## src/rtl/fifo_stream_reader.sv

```systemverilog
// fifo_stream_reader
//   Read-side consumer for a single-clock FIFO (scfifo port style). Issues
//   FIFO reads, absorbs the FIFO read latency in a 3-entry circular buffer
//   and re-presents the words as a valid/ready stream. fifo_rdreq_o never
//   depends on ready_i, so there is no combinational path sink -> FIFO.
//
// Parameters
//   DWIDTH     data word width (must match the FIFO)
//   SHOWAHEAD  "OFF": q valid the cycle after rdreq
//              "ON" : q shows the head word while !empty, rdreq acknowledges
//
// Ports
//   clk_i         clock, rising edge
//   arst_n_i      asynchronous active-low reset
//   flush_i       synchronous flush of buffered and in-flight words
//   fifo_rdreq_o  FIFO read request
//   fifo_q_i      FIFO read data
//   fifo_empty_i  FIFO empty flag
//   data_o        stream data (buffer head)
//   valid_o       data_o holds a valid word
//   ready_i       sink accepts the word when valid_o && ready_i
//   level_o       words held in the output buffer (0..3)
module fifo_stream_reader #(
  parameter int unsigned DWIDTH    = 8,
  parameter string       SHOWAHEAD = "OFF"
) (
  input  logic              clk_i,
  input  logic              arst_n_i,
  input  logic              flush_i,
  output logic              fifo_rdreq_o,
  input  logic [DWIDTH-1:0] fifo_q_i,
  input  logic              fifo_empty_i,
  output logic [DWIDTH-1:0] data_o,
  output logic              valid_o,
  input  logic              ready_i,
  output logic [1:0]        level_o
);

  if (SHOWAHEAD != "OFF" && SHOWAHEAD != "ON") begin : g_bad_showahead
    $error("fifo_stream_reader: SHOWAHEAD must be \"OFF\" or \"ON\"");
  end

  localparam bit SHOW = (SHOWAHEAD == "ON");

  logic [1:0]        cnt;
  logic              infl;
  logic [1:0]        rd_ptr;
  logic [1:0]        wr_ptr;
  logic [DWIDTH-1:0] mem [3];
  logic              capture;
  logic              pop;

  function automatic logic [1:0] inc3(input logic [1:0] p);
    return (p == 2'd2) ? 2'd0 : p + 2'd1;
  endfunction

  // Requests are limited by committed space (buffered + in flight), which
  // keeps the request free of any dependence on ready_i. Reset gates it so
  // the request drops immediately on an asynchronous reset.
  always_comb begin
    fifo_rdreq_o = arst_n_i && !fifo_empty_i && !flush_i &&
                   (({1'b0, cnt} + {2'b00, infl}) < 3'd3);
  end

  // OFF: data arrives one cycle after the request; ON: with the request.
  always_comb begin
    capture = SHOW ? fifo_rdreq_o : infl;
    pop     = valid_o && ready_i;
  end

  always_ff @(posedge clk_i or negedge arst_n_i) begin
    if (!arst_n_i) begin
      cnt    <= '0;
      infl   <= 1'b0;
      rd_ptr <= '0;
      wr_ptr <= '0;
      for (int unsigned i = 0; i < 3; i++) mem[i] <= '0;
    end else if (flush_i) begin
      // Data landing this edge from last cycle's read is dropped.
      cnt    <= '0;
      infl   <= 1'b0;
      rd_ptr <= '0;
      wr_ptr <= '0;
    end else begin
      infl <= SHOW ? 1'b0 : fifo_rdreq_o;
      if (capture) begin
        mem[wr_ptr] <= fifo_q_i;
        wr_ptr      <= inc3(wr_ptr);
      end
      if (pop) rd_ptr <= inc3(rd_ptr);
      cnt <= cnt + {1'b0, capture} - {1'b0, pop};
    end
  end

  always_comb begin
    valid_o = (cnt != 2'd0);
    level_o = cnt;
    data_o  = mem[rd_ptr];
  end

endmodule

```

## config.mk

```make
export PLATFORM = sky130hd
export DESIGN_NAME = fifo_stream_reader
export DESIGN_NICKNAME = d
export VERILOG_FILES = /design/src/rtl/fifo_stream_reader.sv
export SDC_FILE = /design/constraint.sdc
export NUM_CORES = 1
export LEC_CHECK = 0
export CORE_MARGIN = 8
export CORE_UTILIZATION = 35
export CTS_CLUSTER_DIAMETER = 30
export CTS_CLUSTER_SIZE = 25
export DETAILED_ROUTE_END_ITERATION = 10
export GPL_TIMING_DRIVEN = 0
export PLACE_DENSITY_LB_ADDON = 0.25
export SLEW_MARGIN = 30
export SYNTH_ARGS = -nofsm -noshare
export SYNTH_HDL_FRONTEND = slang
export SYNTH_SLANG_ARGS = --single-unit
```

## constraint.sdc

```tcl
create_clock -name clk_i -period 4.3 [get_ports clk_i]
set_input_delay 0.86 -clock clk_i [delete_from_list [all_inputs] [get_ports clk_i]]
set_output_delay 0.86 -clock clk_i [all_outputs]
set_load 0.01 [all_outputs]
```

==> metrics.md, run 1 <==
| Metric | Value |
|---|---|
| Clock Sinks | `31` |
| Starting Density | `0.369` |
| Post-route ant nets | `0` |
| Largest net degree at the start of global routing | `33` |
| Arrival time worst endpoint | `2690 ps` |
| Register Area | `776 um2` |
| Layout cell share with drive strength beyond 1 | `0.314` |
| PortBufs | `24` |
| Int Pwr | `0.657 mW` |
| CP required | `3440 ps` |
| Worst Hold Launch | `mem[19]` |
| Top delay family on crit path | `buffers and inverters` |
| Vias in the first global route | `1072` |
| Worst Hold End | `mem[19]` |
| Pleak | `0.836 nW` |
| Post-synthesis register bit count | `31` |
| Antenna violations before repair | `0` |
| Die span in y | `81.4 um` |
| Hold-fix buffers, CTS | `0` |
| Routed WL | `3.27 mm` |
| Synth Net Count | `125` |
| Clk Latency, worst-skew pair | `280 ps` |
| Worst ir drop on vdd | `0.261 mV` |
| Min-delay worst type | `register to register` |
| Grt total ovfl | `0` |
| Worst R2R Setup Slack | `2640 ps` |
| Logic gate share of total power | `0.363` |
| Critical Path Source Type | `input port` |
| Syn Inst Count | `108` |
| Setup TNS | `0 ps` |
| Maxcap violations | `0` |
| Final Hold Fails | `0` |
| Fill cell count | `360` |
| Design area | `1880 um2` |
| RSZ-0062 raised after global routing | `no` |
| CTS-repair resized insts | `0` |
| Sw power | `0.281 mW` |
| Synthesis warning total | `0` |
| Commonest non-fill, non-tap cell in the layout | `dfrtp_1` |
| Total CTS buffers | `5` |
| Clock tree root driver cell | `clkbuf_8` |
| Iter 0 DRT Violations | `41` |
| CTS tree | `done` |
| Via count | `955` |
| Minimum clock period | `3550 ps` |
| Sw frac | `0.299` |
| Area of the multi-input gates | `681 um2` |
| Power per standard cell area | `499 nW/um2` |
| Slew @ Worst Pin | `710 ps` |
| CTS H-tree depth | `2` |
| RR Startpoint | `capture` |
| Dpl cell area | `1800 um2` |
| Status | `finished clean` |
| Die area | `6630 um2` |
| Post-CTS setup buffers | `0` |
| Clk pwr share | `0.234` |
| GPL Wtd Cong | `0.670` |
| Sequential power share | `0.404` |
| Global-route wire length before repair | `5.43 mm` |
| Commonest cells after routing, fill and taps aside | `dfrtp_1 (31), mux2_2 (25), clkdlybuf4s50_1 (23)` |
| CP max stage cell | `clkdlybuf4s50_1` |
| Final setup violation count | `0` |
| Maximum fanout along the worst path | `10` |
| Post-DP HPWL | `2.26 mm` |
| Die Width | `81.4 um` |
| Core footprint | `4060 um2` |
| Synth Cell Area | `1500 um2` |
| R2R cell count | `2` |
| WHS Path Cells | `1` |
| CP max stage delay | `550 ps` |
| Average cell area after synthesis | `13.9 um2` |
| Crit Reg-Reg Endpoint | `mem[23]` |
| DRC violations left | `0` |
| Clock slew at reported path FFs | `70 ps` |
| CP Cell Sequence | `clkdlybuf4s50_1 > buf_6 > or4b_1 > a21oi_1 > clkdlybuf4s50_1` |
| Sequential area share after synthesis | `0.518` |
| I/O pin count | `25` |
| Crit path buffers/inverters | `3` |
| Hold WS | `507 ps` |
| ANT cells | `0` |
| Total GRT Usage | `0.111` |
| Crit Path Class | `input port to primary output` |
| Cell row count | `23` |
| Slew Viols, Final | `0` |
| Clk_skew | `5.79 ps` |
| Drt via density | `5.03` |
| Crit-path most repeated cell | `clkdlybuf4s50_1` |
| Final critical-path share of the clock period | `0.826` |
| Synth unique cells | `25` |
| Pre-antenna DRT Iters | `4` |
| Area added between synthesis and finish | `25.5%` |
| Max-slew headroom | `0.526` |
| WL per Instance | `17.2 um` |
| Post-layout net count | `156` |
| Critical Path End Type | `primary output` |
| Longest Clk Path Bufs | `2` |
| Highest clock rate | `281 MHz` |
## sequential cells by signal (all words and copies together), names as in the netlist
register / count
capture: 1
level_o: 2
rd_ptr: 2
wr_ptr: 2
mem: 24
## per-stage QoR
| step | total power, mW | setup WS, ps | utilization | std cells |
|---|---|---|---|---|
| 2_1_floorplan | 0.566 | 1710 | - | 108 |
| 3_3_place_gp | 0.715 | -91.8 | 0.444 | 182 |
| 3_5_place_dp | 0.729 | 745 | 0.442 | 182 |
| 4_1_cts | 0.953 | 735 | 0.463 | 190 |
| 5_1_grt | 1.00 | 661 | 0.463 | 190 |
| 6_report | 0.938 | 747 | 0.463 | 190 |
## layer usage
metal	global-route usage	up-vias	share of wire
li1	-	459	-
met1	0.125	473	0.45
met2	0.183	18	0.49
met3	0.0349	5	0.047
met4	0.0661	0	0.016
met5	0	-	0
## worst max path at each step
stage / end / cells after the start / startpoint
after global routing: fifo_rdreq_o / 4 / arst_n_i
after floorplan: fifo_rdreq_o / 3 / flush_i
after detailed placement: fifo_rdreq_o / 5 / flush_i
final: fifo_rdreq_o / 5 / flush_i
after CTS: fifo_rdreq_o / 5 / flush_i
after global placement: fifo_rdreq_o / 4 / arst_n_i
## cells by family after synthesis
| family | share of synthesized area |
|---|---|
| AO/OA/AOI/OAI | 0.0635 |
| XOR/XNOR | 0.0150 |
| adder cells (fa/ha/maj) | 0.0334 |
| buffers and inverters | 0.0276 |
| flip-flops | 0.518 |
| multiplexers | 0.248 |
| AND/OR/NAND/NOR | 0.0944 |
## cell type report
cell class,count,area share
tap,50,0.0333
timing repair buffer,24,0.125
clock buffer,5,0.0366
buffer,6,0.0180
clock inverter,3,0.00799
multi-input combinational,69,0.362
inverter,2,0.00399
sequential,31,0.413
## cell usage after synthesis
cell type   n  share of area
a21oi_1     4          0.013
and2b_1     1         0.0050
and4bb_2    2          0.017
buf_2       3          0.010
buf_6       1         0.0075
clkbuf_1    2         0.0050
dfrtp_1    31           0.52
ha_1        4          0.033
inv_1       2         0.0050
mux2_2     25           0.19
mux2i_1     9          0.060
nand2_1     1         0.0025
nand2b_1    3          0.013
nand3b_1    1         0.0050
nor2_1      1         0.0025
nor2b_1     2         0.0084
nor3_1      1         0.0033
nor4b_4     1          0.016
o21a_1      1         0.0050
o22ai_1     1         0.0042
o2bb2ai_1   7          0.041
or2_2       1         0.0042
or3b_2      2          0.012
or4b_1      1         0.0067
xnor3_1     1          0.015
## power by group through the flow
stage	clock network, mW	logic, mW	registers, mW
4_1_cts	0.226	0.348	0.379
3_5_place_dp	0	0.345	0.384
2_1_floorplan	0	0.188	0.378
6_report	0.219	0.340	0.379
5_1_grt	0.242	0.370	0.388
3_3_place_gp	0	0.336	0.379
Note: power is estimated with default switching activity, not from simulation.
==> run 2, diff against run 1 <==
==> constraint.sdc (replaced) <==
create_clock -name clk_i -period 3.5 [get_ports clk_i]
set_input_delay 0.7 -clock clk_i [delete_from_list [all_inputs] [get_ports clk_i]]
set_output_delay 0.7 -clock clk_i [all_outputs]
set_load 0.01 [all_outputs]
==> results of run 2 <==
Same layout as run 1 (identical final DEF). Status: finished clean.
Main changes from that run: setup slack after placement 745 ps -> 265 ps; setup slack after layout 747 ps -> 267 ps; hold slack 507 ps -> 464 ps; register-to-register setup slack 2640 ps -> 1840 ps; total power 0.938 mW -> 1.15 mW; worst IR drop on VDD 0.261 mV -> 0.320 mV
